$ cat config.mk
export PLATFORM = sky130hd
export DESIGN_NAME = pipe_sequencer_flat
export DESIGN_NICKNAME = d
export VERILOG_FILES = /design/src/rtl/pipe_sequencer_if.sv /design/src/rtl/pipe_sequencer.sv /design/src/flat_wrapper.sv
export SDC_FILE = /design/constraint.sdc
export NUM_CORES = 1
export LEC_CHECK = 0
export BUFFER_PORTS_ARGS = -buffer_cell sky130_fd_sc_hd__buf_2
export CORE_UTILIZATION = 46
export CTS_CLUSTER_SIZE = 12
export DETAILED_ROUTE_END_ITERATION = 7
export PLACE_DENSITY = 0.74
export SYNTH_ARGS = -nofsm -noshare
export SYNTH_HDL_FRONTEND = slang
export SYNTH_SLANG_ARGS = --single-unit
$ cat constraint.sdc
create_clock -name clk -period 3 [get_ports clk]
set_clock_uncertainty 0.1 [all_clocks]
set_input_delay 0 -clock clk [delete_from_list [all_inputs] [get_ports clk]]
set_output_delay 0 -clock clk [all_outputs]
set_load 0.005 [all_outputs]
$ cat src/rtl/pipe_sequencer_if.sv
// Pipeline control bundle between the sequencer and the 5-stage datapath.
// The master side (sequencer) consumes hazard/jump/memory requests.
// It drives the per-stage stall and flush controls.
interface pipe_sequencer_if;
  logic hazard_rd;
  logic jumping;
  logic mem_req;
  logic mem_ack;
  logic stall_F;
  logic stall_D;
  logic stall_E;
  logic stall_M;
  logic stall_WB;
  logic flush_D;
  logic flush_E;
  logic flush_M;
  logic flush_WB;
  logic mem_err;

  modport master (
    input  hazard_rd, jumping, mem_req, mem_ack,
    output stall_F, stall_D, stall_E, stall_M, stall_WB,
    output flush_D, flush_E, flush_M, flush_WB, mem_err
  );

  modport slave (
    output hazard_rd, jumping, mem_req, mem_ack,
    input  stall_F, stall_D, stall_E, stall_M, stall_WB,
    input  flush_D, flush_E, flush_M, flush_WB, mem_err
  );
endinterface

$ cat src/rtl/pipe_sequencer.sv
// Central stall/flush controller for the F/D/E/M/WB pipeline.
// Priority is memory wait over jump over decode hazard. A jump opens a
// multi-cycle flush window. A memory miss parks the pipe in MEM_WAIT,
// with an optional timeout abort. Two saturating counters track stall and
// flush activity.
module pipe_sequencer #(
  parameter int unsigned FLUSH_CYCLES = 2,
  parameter int unsigned MEM_TIMEOUT  = 255,
  parameter int unsigned CNT_W        = 32
) (
  input  logic               clk,
  input  logic               reset,
  pipe_sequencer_if.master   ctl,
  input  logic               perf_clr,
  output logic [1:0]         state,
  output logic [CNT_W-1:0]   stall_count,
  output logic [CNT_W-1:0]   flush_count
);

  typedef enum logic [1:0] {
    ST_RUN      = 2'b00,
    ST_REDIRECT = 2'b01,
    ST_MEM_WAIT = 2'b10
  } state_e;

  localparam logic [3:0]  FLUSH_INIT = 4'(FLUSH_CYCLES - 1);
  localparam logic [15:0] TIMEOUT    = 16'(MEM_TIMEOUT);

  state_e             state_q, state_d;
  logic [3:0]         fcnt_q, fcnt_d;
  logic [15:0]        wait_cnt_q, wait_cnt_d;
  logic               ret_redirect_q, ret_redirect_d;
  logic [CNT_W-1:0]   stall_count_q, stall_count_d;
  logic [CNT_W-1:0]   flush_count_q, flush_count_d;

  logic stall_fdem;
  logic stall_fd;
  logic flush_d, flush_e, flush_m, flush_wb;
  logic mem_err;
  logic mem_miss;
  logic stall_any, flush_any;

  assign mem_miss = ctl.mem_req & ~ctl.mem_ack;

  // Next-state and raw control decode; memory beats jump beats hazard
  always_comb begin
    state_d        = state_q;
    fcnt_d         = fcnt_q;
    wait_cnt_d     = wait_cnt_q;
    ret_redirect_d = ret_redirect_q;
    stall_fdem     = 1'b0;
    stall_fd       = 1'b0;
    flush_d        = 1'b0;
    flush_e        = 1'b0;
    flush_m        = 1'b0;
    flush_wb       = 1'b0;
    mem_err        = 1'b0;
    case (state_q)
      ST_RUN: begin
        if (mem_miss) begin
          stall_fdem     = 1'b1;
          flush_wb       = 1'b1;
          state_d        = ST_MEM_WAIT;
          ret_redirect_d = 1'b0;
          wait_cnt_d     = 16'd1;
        end else if (ctl.jumping) begin
          flush_d = 1'b1;
          flush_e = 1'b1;
          if (FLUSH_CYCLES > 1) begin
            state_d = ST_REDIRECT;
            fcnt_d  = FLUSH_INIT;
          end
        end else if (ctl.hazard_rd) begin
          stall_fd = 1'b1;
          flush_e  = 1'b1;
        end
      end
      ST_REDIRECT: begin
        if (mem_miss) begin
          stall_fdem     = 1'b1;
          flush_wb       = 1'b1;
          state_d        = ST_MEM_WAIT;
          ret_redirect_d = 1'b1;
          wait_cnt_d     = 16'd1;
        end else begin
          flush_d = 1'b1;
          flush_e = 1'b1;
          fcnt_d  = fcnt_q - 4'd1;
          if (fcnt_q <= 4'd1) begin
            state_d = ST_RUN;
          end
        end
      end
      ST_MEM_WAIT: begin
        if (ctl.mem_ack) begin
          state_d        = ret_redirect_q ? ST_REDIRECT : ST_RUN;
          ret_redirect_d = 1'b0;
        end else if ((TIMEOUT != 16'd0) && (wait_cnt_q == TIMEOUT)) begin
          mem_err        = 1'b1;
          flush_m        = 1'b1;
          state_d        = ST_RUN;
          ret_redirect_d = 1'b0;
        end else begin
          stall_fdem = 1'b1;
          flush_wb   = 1'b1;
          wait_cnt_d = wait_cnt_q + 16'd1;
        end
      end
      default: begin
        state_d = ST_RUN;
      end
    endcase
  end

  // Drive the stage controls, forced quiet while reset is held low
  always_comb begin
    ctl.stall_F  = reset & (stall_fdem | stall_fd);
    ctl.stall_D  = reset & (stall_fdem | stall_fd);
    ctl.stall_E  = reset & stall_fdem;
    ctl.stall_M  = reset & stall_fdem;
    ctl.stall_WB = 1'b0;
    ctl.flush_D  = reset & flush_d;
    ctl.flush_E  = reset & flush_e;
    ctl.flush_M  = reset & flush_m;
    ctl.flush_WB = reset & flush_wb;
    ctl.mem_err  = reset & mem_err;
  end

  assign stall_any = ctl.stall_F | ctl.stall_D | ctl.stall_E | ctl.stall_M | ctl.stall_WB;
  assign flush_any = ctl.flush_D | ctl.flush_E | ctl.flush_M | ctl.flush_WB;

  // Saturating perf counters; a clear request wins over counting
  always_comb begin
    stall_count_d = stall_count_q;
    flush_count_d = flush_count_q;
    if (perf_clr) begin
      stall_count_d = '0;
      flush_count_d = '0;
    end else begin
      if (stall_any && !(&stall_count_q)) begin
        stall_count_d = stall_count_q + CNT_W'(1);
      end
      if (flush_any && !(&flush_count_q)) begin
        flush_count_d = flush_count_q + CNT_W'(1);
      end
    end
  end

  // State and counter registers
  always_ff @(posedge clk or negedge reset) begin
    if (!reset) begin
      state_q        <= ST_RUN;
      fcnt_q         <= 4'd0;
      wait_cnt_q     <= 16'd0;
      ret_redirect_q <= 1'b0;
      stall_count_q  <= '0;
      flush_count_q  <= '0;
    end else begin
      state_q        <= state_d;
      fcnt_q         <= fcnt_d;
      wait_cnt_q     <= wait_cnt_d;
      ret_redirect_q <= ret_redirect_d;
      stall_count_q  <= stall_count_d;
      flush_count_q  <= flush_count_d;
    end
  end

  assign state       = state_q;
  assign stall_count = stall_count_q;
  assign flush_count = flush_count_q;

endmodule

$ cat src/flat_wrapper.sv
// flat-port wrapper written by rule: the top's interface ports become plain ports
module pipe_sequencer_flat 
#(
  parameter int unsigned FLUSH_CYCLES = 2,
  parameter int unsigned MEM_TIMEOUT  = 255,
  parameter int unsigned CNT_W        = 32
)
  (clk, reset, perf_clr, state, stall_count, flush_count, ctl_hazard_rd, ctl_jumping, ctl_mem_req, ctl_mem_ack, ctl_stall_F, ctl_stall_D, ctl_stall_E, ctl_stall_M, ctl_stall_WB, ctl_flush_D, ctl_flush_E, ctl_flush_M, ctl_flush_WB, ctl_mem_err);
  pipe_sequencer_if ctl_i ();
  input  logic clk;
  input  logic reset;
  input  logic perf_clr;
  output logic [1:0] state;
  output logic [CNT_W-1:0] stall_count;
  output logic [CNT_W-1:0] flush_count;
  input wire logic [$bits(ctl_i.hazard_rd)-1:0] ctl_hazard_rd;
  input wire logic [$bits(ctl_i.jumping)-1:0] ctl_jumping;
  input wire logic [$bits(ctl_i.mem_req)-1:0] ctl_mem_req;
  input wire logic [$bits(ctl_i.mem_ack)-1:0] ctl_mem_ack;
  output wire logic [$bits(ctl_i.stall_F)-1:0] ctl_stall_F;
  output wire logic [$bits(ctl_i.stall_D)-1:0] ctl_stall_D;
  output wire logic [$bits(ctl_i.stall_E)-1:0] ctl_stall_E;
  output wire logic [$bits(ctl_i.stall_M)-1:0] ctl_stall_M;
  output wire logic [$bits(ctl_i.stall_WB)-1:0] ctl_stall_WB;
  output wire logic [$bits(ctl_i.flush_D)-1:0] ctl_flush_D;
  output wire logic [$bits(ctl_i.flush_E)-1:0] ctl_flush_E;
  output wire logic [$bits(ctl_i.flush_M)-1:0] ctl_flush_M;
  output wire logic [$bits(ctl_i.flush_WB)-1:0] ctl_flush_WB;
  output wire logic [$bits(ctl_i.mem_err)-1:0] ctl_mem_err;
  assign ctl_i.hazard_rd = ctl_hazard_rd;
  assign ctl_i.jumping = ctl_jumping;
  assign ctl_i.mem_req = ctl_mem_req;
  assign ctl_i.mem_ack = ctl_mem_ack;
  assign ctl_stall_F = ctl_i.stall_F;
  assign ctl_stall_D = ctl_i.stall_D;
  assign ctl_stall_E = ctl_i.stall_E;
  assign ctl_stall_M = ctl_i.stall_M;
  assign ctl_stall_WB = ctl_i.stall_WB;
  assign ctl_flush_D = ctl_i.flush_D;
  assign ctl_flush_E = ctl_i.flush_E;
  assign ctl_flush_M = ctl_i.flush_M;
  assign ctl_flush_WB = ctl_i.flush_WB;
  assign ctl_mem_err = ctl_i.mem_err;
  pipe_sequencer #(.FLUSH_CYCLES(FLUSH_CYCLES), .MEM_TIMEOUT(MEM_TIMEOUT), .CNT_W(CNT_W)) u_core (.clk(clk), .reset(reset), .ctl(ctl_i), .perf_clr(perf_clr), .state(state), .stall_count(stall_count), .flush_count(flush_count));
endmodule
== Word level (Yosys, flattened, before mapping) ==
Index checks and enable logic that the tools add are counted.
Operators by class
  $add $sub $neg: 4
  $lt $le $gt $ge: 1
  eq/ne operators: 14
  mux-type cells: 43
  bitwise operators: 13
  reduce and logical (&&, ||, !) cells: 17
Operators by type and width (number)
  32-bit two-way mux: 4
  32-bit by 1-bit adder with 32-bit output, second input constant: 2
  32-bit AND reduction: 2
  16-bit two-way mux: 3
  16-bit case mux with 2 select lines: 1
  1-bit two-way mux: 20
  16-bit by 1-bit adder with 16-bit output, second input constant: 1
  16-bit by 8-bit equality test with 1-bit output, second input constant: 1
  2-bit two-way mux: 6
  4-bit two-way mux: 3
  4-bit AND reduction: 3
  2-bit inequality test, second input constant: 5
  4-bit case mux with 2 select lines: 1
  2-bit nonzero test: 4
  1-bit AND: 6
  2-bit by 1-bit inequality test with 1-bit output, second input constant: 3
  3-bit by 2-bit inequality test with 1-bit output, second input constant: 2
  1-bit OR: 6
  1-bit case mux with 2 select lines: 3
  2-bit case mux with 3 select lines: 1
  4-bit by 1-bit less-or-equal comparator with 1-bit output, second input constant: 1
  4-bit by 1-bit subtractor with 4-bit output, second input constant: 1
  3-bit by 1-bit inequality test with 1-bit output, second input constant: 1
  1-bit case mux with 3 select lines: 1
  other kinds (9): 11
Word-level totals
  flip-flop bits (word level): 87
  bits of input ports: 7
  output and inout port bits: 76
  logic and storage cells: 98

== Depth between registers and ports, before layout ==
  depth in word-level cells: 11
  gate-level depth with buffers: 8
  mapped depth without buffers: 7

== Worst setup path after synthesis ==
No wires, ideal clock.
  kind: flip-flop to flip-flop
  start point: reg u_core.state_q[1], in the netlist u_core.state[1]
  end point: reg u_core.flush_count_q[19], in the netlist u_core.flush_count[19]
  library setup time: 128 ps
  data arrival time: 2066 ps
  data required time: 2772 ps
  path slack: 706 ps
  cell stages (with the launch flop): 8
  path buffers: 2
  cells stage by stage: dfrtp_1 > buf_2 > a21bo_1 > o32ai_4 > nand3_2 > buf_2 > nor4b_2 > mux2_1
On the way
  cells in the longest elaborated chain, start to end: 8
Ends and longest elaborated chain
  from (decl): RTL line pipe_sequencer.sv:29  | state_e state_q, state_d;
  from (signal assigned): RTL line pipe_sequencer.sv:159  | state_q <= state_d;
  2-bit by 1-bit equality test with 1-bit output or 2-bit zero test (tied branches): RTL line pipe_sequencer.sv:58  | case (state_q)
  1-bit case mux with 2 select lines: RTL line pipe_sequencer.sv:58
  1-bit AND, on equally long branches: RTL line pipe_sequencer.sv:122, pipe_sequencer.sv:123
  1-bit OR (2 in series): RTL line pipe_sequencer.sv:130  | assign flush_any = ctl.flush_D | ctl.flush_E | ctl.flush_M | ctl.flush_WB;
  1-bit OR (*): RTL line pipe_sequencer.sv:130
  1-bit logical AND (*): RTL line pipe_sequencer.sv:143  | if (flush_any && !(&flush_count_q)) begin
  2-bit nonzero test (no line) (*)
  to (signal assigned): RTL line pipe_sequencer.sv:164  | flush_count_q <= flush_count_d;
  to (decl): RTL line pipe_sequencer.sv:34  | logic [CNT_W-1:0] flush_count_q, flush_count_d;
Every way passes the cells marked *; elsewhere a longest branch is shown, timed or not.
A chain may end at the register's enable or synchronous reset.

== Worst setup path after layout ==
  start point: reg u_core.wait_cnt_q[9]
  end point: reg u_core.stall_count_q[22], in the netlist u_core.stall_count[22]
On the way
  cells in the longest elaborated chain, start to end: 10
Ends and longest elaborated chain
  from (decl): RTL line pipe_sequencer.sv:31  | logic [15:0] wait_cnt_q, wait_cnt_d;
  from (signal assigned): RTL line pipe_sequencer.sv:161  | wait_cnt_q <= wait_cnt_d;
  16-bit by 8-bit equality test with 1-bit output (*): RTL line pipe_sequencer.sv:98  | end else if ((TIMEOUT != 16'd0) && (wait_cnt_q == TIMEOUT)) begin
  1-bit two-way mux (*): RTL line pipe_sequencer.sv:98
  1-bit two-way mux (*): RTL line pipe_sequencer.sv:95  | if (ctl.mem_ack) begin
  1-bit case mux with 2 select lines (*): RTL line pipe_sequencer.sv:58
  1-bit OR: RTL line pipe_sequencer.sv:117, pipe_sequencer.sv:118
  1-bit AND: RTL line pipe_sequencer.sv:117, pipe_sequencer.sv:118
  1-bit OR: RTL line pipe_sequencer.sv:129  | assign stall_any = ctl.stall_F | ctl.stall_D | ctl.stall_E | ctl.stall_M | ctl.stall_WB;
  1-bit OR (*): RTL line pipe_sequencer.sv:129
  1-bit logical AND (*): RTL line pipe_sequencer.sv:140  | if (stall_any && !(&stall_count_q)) begin
  2-bit nonzero test (no line) (*)
  to (signal assigned): RTL line pipe_sequencer.sv:163  | stall_count_q <= stall_count_d;
  to (decl): RTL line pipe_sequencer.sv:33  | logic [CNT_W-1:0] stall_count_q, stall_count_d;
Marked as above.

==> summary.txt <==
Critical path
  – Crit path DAT: 2880 ps
  – Crit path required time: 3140 ps
  – Critical path capture point type: flop
  – Critical path type: reg2reg
  – Register-to-Register Setup Slack: 260 ps
  – Worst Path Max Fanout: 19
  – Critical path launch point type: flop

CTS
  – CTS max path bufs: 2
  – Post-CTS setup buffer count: 0
  – CTS tree: yes
  – Clock root cell: clkbuf_8
  – Total CTS buffers: 9
  – CTS sink cnt: 87
  – CTS H-Tree Depth: 3
  – Clock-pin slew on the worst setup and hold paths: 90 ps
  – Clock latency on the worst-skew pair: 350 ps

Floorplan
  – Core Rows: 38
  – Area of the core: 0.01084 mm2
  – Die width: 107.6 um
  – Full die area: 0.01157 mm2
  – Die Y: 107.6 um
  – Num ports: 83
  – Initial core utilization: 0.4730

Cells and area
  – Nets: 647
  – Filler cells: 994
  – Fraction of layout cells with a size suffix above 1: 0.2063
  – # diodes: 0
  – Sequential cell area: 0.002177 mm2
  – Layout Area Growth over Synthesis: 15.76%
  – Final non-filler cell total: 780
  – Area taken by multi-input logic gates: 0.002771 mm2
  – Finished Cell Area: 0.005936 mm2

Power and ir drop
  – Sequential Power Share: 0.498
  – Peak VDD IR: 291.1 uV
  – Leak: 2.568 nW
  – Switching pwr: 748.7 uW
  – Sw Ratio: 0.2840
  – P_int: 1.887 mW
  – Clock power share: 0.348
  – Power share of the combinational group: 0.154
  – PwrDens: 444.1 mW/mm2

Placed design
  – Placed insts: 759
  – Placer Congestion: 0.8509
  – Port Buffers: 81
  – Post-DP HPWL: 8.951 mm
  – Dpl cell area: 0.005663 mm2

Logic synthesis
  – Seq cells post-synth: 87
  – Syn Area/Cell: 9.222 um2
  – Post-synth EDFFs: 0
  – Top area cells in the synthesized netlist: dfrtp_1, a21oi_1, mux2_1
  – Synth cell types: 55
  – Syn nets: 568
  – Mapped Area: 0.005127 mm2
  – Yosys top cell area share: 0.4246
  – Synth area leader: dfrtp_1
  – Yosys warnings: 0
  – Synth async-reset ratio: 1.000
  – Seq/Total Area, Yosys: 0.4246
  – Mapped Cells: 556
  – Top_reg_cell synth: dfrtp_1

Outcome
  – Failing checks: design-rule violations
  – Status: complete, but fails checks

Route
  – Vias: 4737
  – Via-to-Cell Ratio: 6.073
  – Post-route ant nets: 0
  – DR iter-0 viols: 278
  – WL final: 12.79 mm
  – DRC: 2
  – Router iterations before antenna repair: 6
  – Routed wire per std cell: 16.40 um

Global routing
  – Overall routing resource usage: 0.2282
  – Global routing usage on met1: 0.3021
  – Initial antenna violation count: 0
  – Largest net degree at the start of global routing: 58
  – First-pass GRT wire length: 21.15 mm
  – GR peak layer: met2
  – Met3 Use GR: 0.04600
  – Gr ovfl total: 0
  – Met2 Usage GRT: 0.3713
  – Vias in the first global route: 4439

Worst hold path
  – Type of the most critical hold path: in2reg

Timing
  – Post-route setup TNS: 0 ps
  – Slew Limit Fails: 0
  – Final setup fails: 0
  – Minimum clock period: 2744 ps
  – Hold Vio Cnt, Final: 0
  – Slew at the pin with the worst max-slew slack: 842.7 ps
  – RSZ-0062 raised after global routing: no
  – Tcrit/Tclk final: 0.9148
  – Fmax achieved: 0.3644 GHz
  – Worst slew margin: 0.4382

Flow run
  – Max Cap Violations: 0
[metrics by stage]
stage | total power, mW | hold WS (ps) | util | setup slack, ps
after CTS | 2.664 | 31.66 | 0.5476 | 305.6
final | 2.636 | 44.73 | 0.5476 | 255.7
after global routing | 2.778 | 67.33 | 0.5476 | 93.05
after global placement | 1.703 | -280.4 | 0.5224 | 432.3
after detailed placement | 1.729 | -278.5 | 0.5224 | 290.1
after floorplan | 1.584 | -395.6 | - | 706.1
[final cells by class]
class,count,share of cell area
clock buffers,11,0.02382
clock inverters,5,0.01370
inverters,11,0.006956
multi-input cells,428,0.4669
flip-flops and latches,87,0.3668
well taps,140,0.02951
repair buffers,98,0.09233
[layer usage]
layer  share of wire  vias up
met5               0        -
met4           0.018        0
met3           0.046       24
met2            0.49      132
met1            0.45     2325
li1                -     2256
[flip-flops by register name (all words and copies together) (netlist names)]
signal                 flops
u_core.state               2
u_core.ret_redirect_q      1
u_core.stall_count        32
u_core.fcnt_q              4
u_core.flush_count        32
u_core.wait_cnt_q         16
[critical path: stages, from the launching register on]
cell and delay (ps):
dfrtp_1 430, nor4_1 380, nand4_1 270, a2bb2oi_2 650, buf_4 360, nor4_1 100
mux2_1 330
[kinds of logic (layout without fill, tap and decap cells)]
kind of cell	count (synthesis)	count (layout)	synth area share
buffers and inverters	41	125	0.03612
AO/OA/AOI/OAI	125	125	0.1598
XOR/XNOR	5	5	0.008542
adder cells (fa/ha/maj)	5	5	0.01220
flip-flops	87	87	0.4246
AND/OR/NAND/NOR	266	266	0.3016
multiplexers	26	26	0.05637
other	1	1	0.0007314
[Yosys cell counts, types with 3 or more instances]
cell       n
nor4_1    14
nor2_1    44
mux2_2     5
and3_1     6
clkbuf_1  15
mux2_1    18
o31ai_1   21
nand2b_1   3
nand3_1   31
buf_4      5
dfrtp_1   87
ha_1       5
nor3_1     8
o311ai_0   3
or2_2      4
nor4b_1    4
nand2_1   35
a21oi_1   51
nor2b_1   23
buf_2     10
xor2_1     3
inv_1     10
mux2i_1    3
and2_1     8
or4_1     20
and4_1    14
or3_1     22
nand4_1   15
o41ai_1    6
o21ai_0   29
[path summary, 6_finish.rpt]
| kind | start | to | cells past startpoint |
|---|---|---|---|
| max | u_core.wait_cnt_q[9] | u_core.stall_count[22] | 6 |
| min | ctl_jumping | u_core.state[0] | 4 |
| max reg2reg | u_core.wait_cnt_q[9] | u_core.stall_count[22] | 6 |
| min reg2reg | u_core.fcnt_q[1] | u_core.fcnt_q[1] | 2 |
| max in group asynchronous | reset | u_core.wait_cnt_q[13] | 4 |
| min in group asynchronous | reset | u_core.flush_count[0] | 3 |
[cell usage in the layout, fill, tap and decap left out, drive strengths merged, types with 5 or more instances in the layout]
| cell | n |
|---|---|
| inv | 11 |
| o31ai | 22 |
| dlygate4sd3 | 5 |
| and3 | 6 |
| or2 | 6 |
| clkbuf | 11 |
| buf | 93 |
| dfrtp | 87 |
| nor2 | 44 |
| nor3 | 9 |
| o311ai | 5 |
| ha | 5 |
| o21ai | 29 |
| or3 | 22 |
| o41ai | 7 |
| a21oi | 51 |
| nor4 | 15 |
| or4 | 21 |
| mux2 | 23 |
| nor4b | 6 |
| nand3 | 32 |
| nand4 | 17 |
| and2 | 8 |
| nand2 | 35 |
| nor2b | 23 |
| and4 | 14 |
[timing repair]
action	4_1_cts	5_1_grt
resized for setup	0	0
hold buffers	5	0
hold endpoints to repair	32	0
[power groups by stage]
stage / logic, mW / registers (mW) / clock network, mW
floorplan: 0.281 / 1.30 / 0
global placement: 0.374 / 1.33 / 0
detailed placement: 0.394 / 1.34 / 0
CTS: 0.409 / 1.31 / 0.942
global route: 0.457 / 1.33 / 0.993
finish: 0.405 / 1.31 / 0.917
Power figures use the tool's default switching activity.
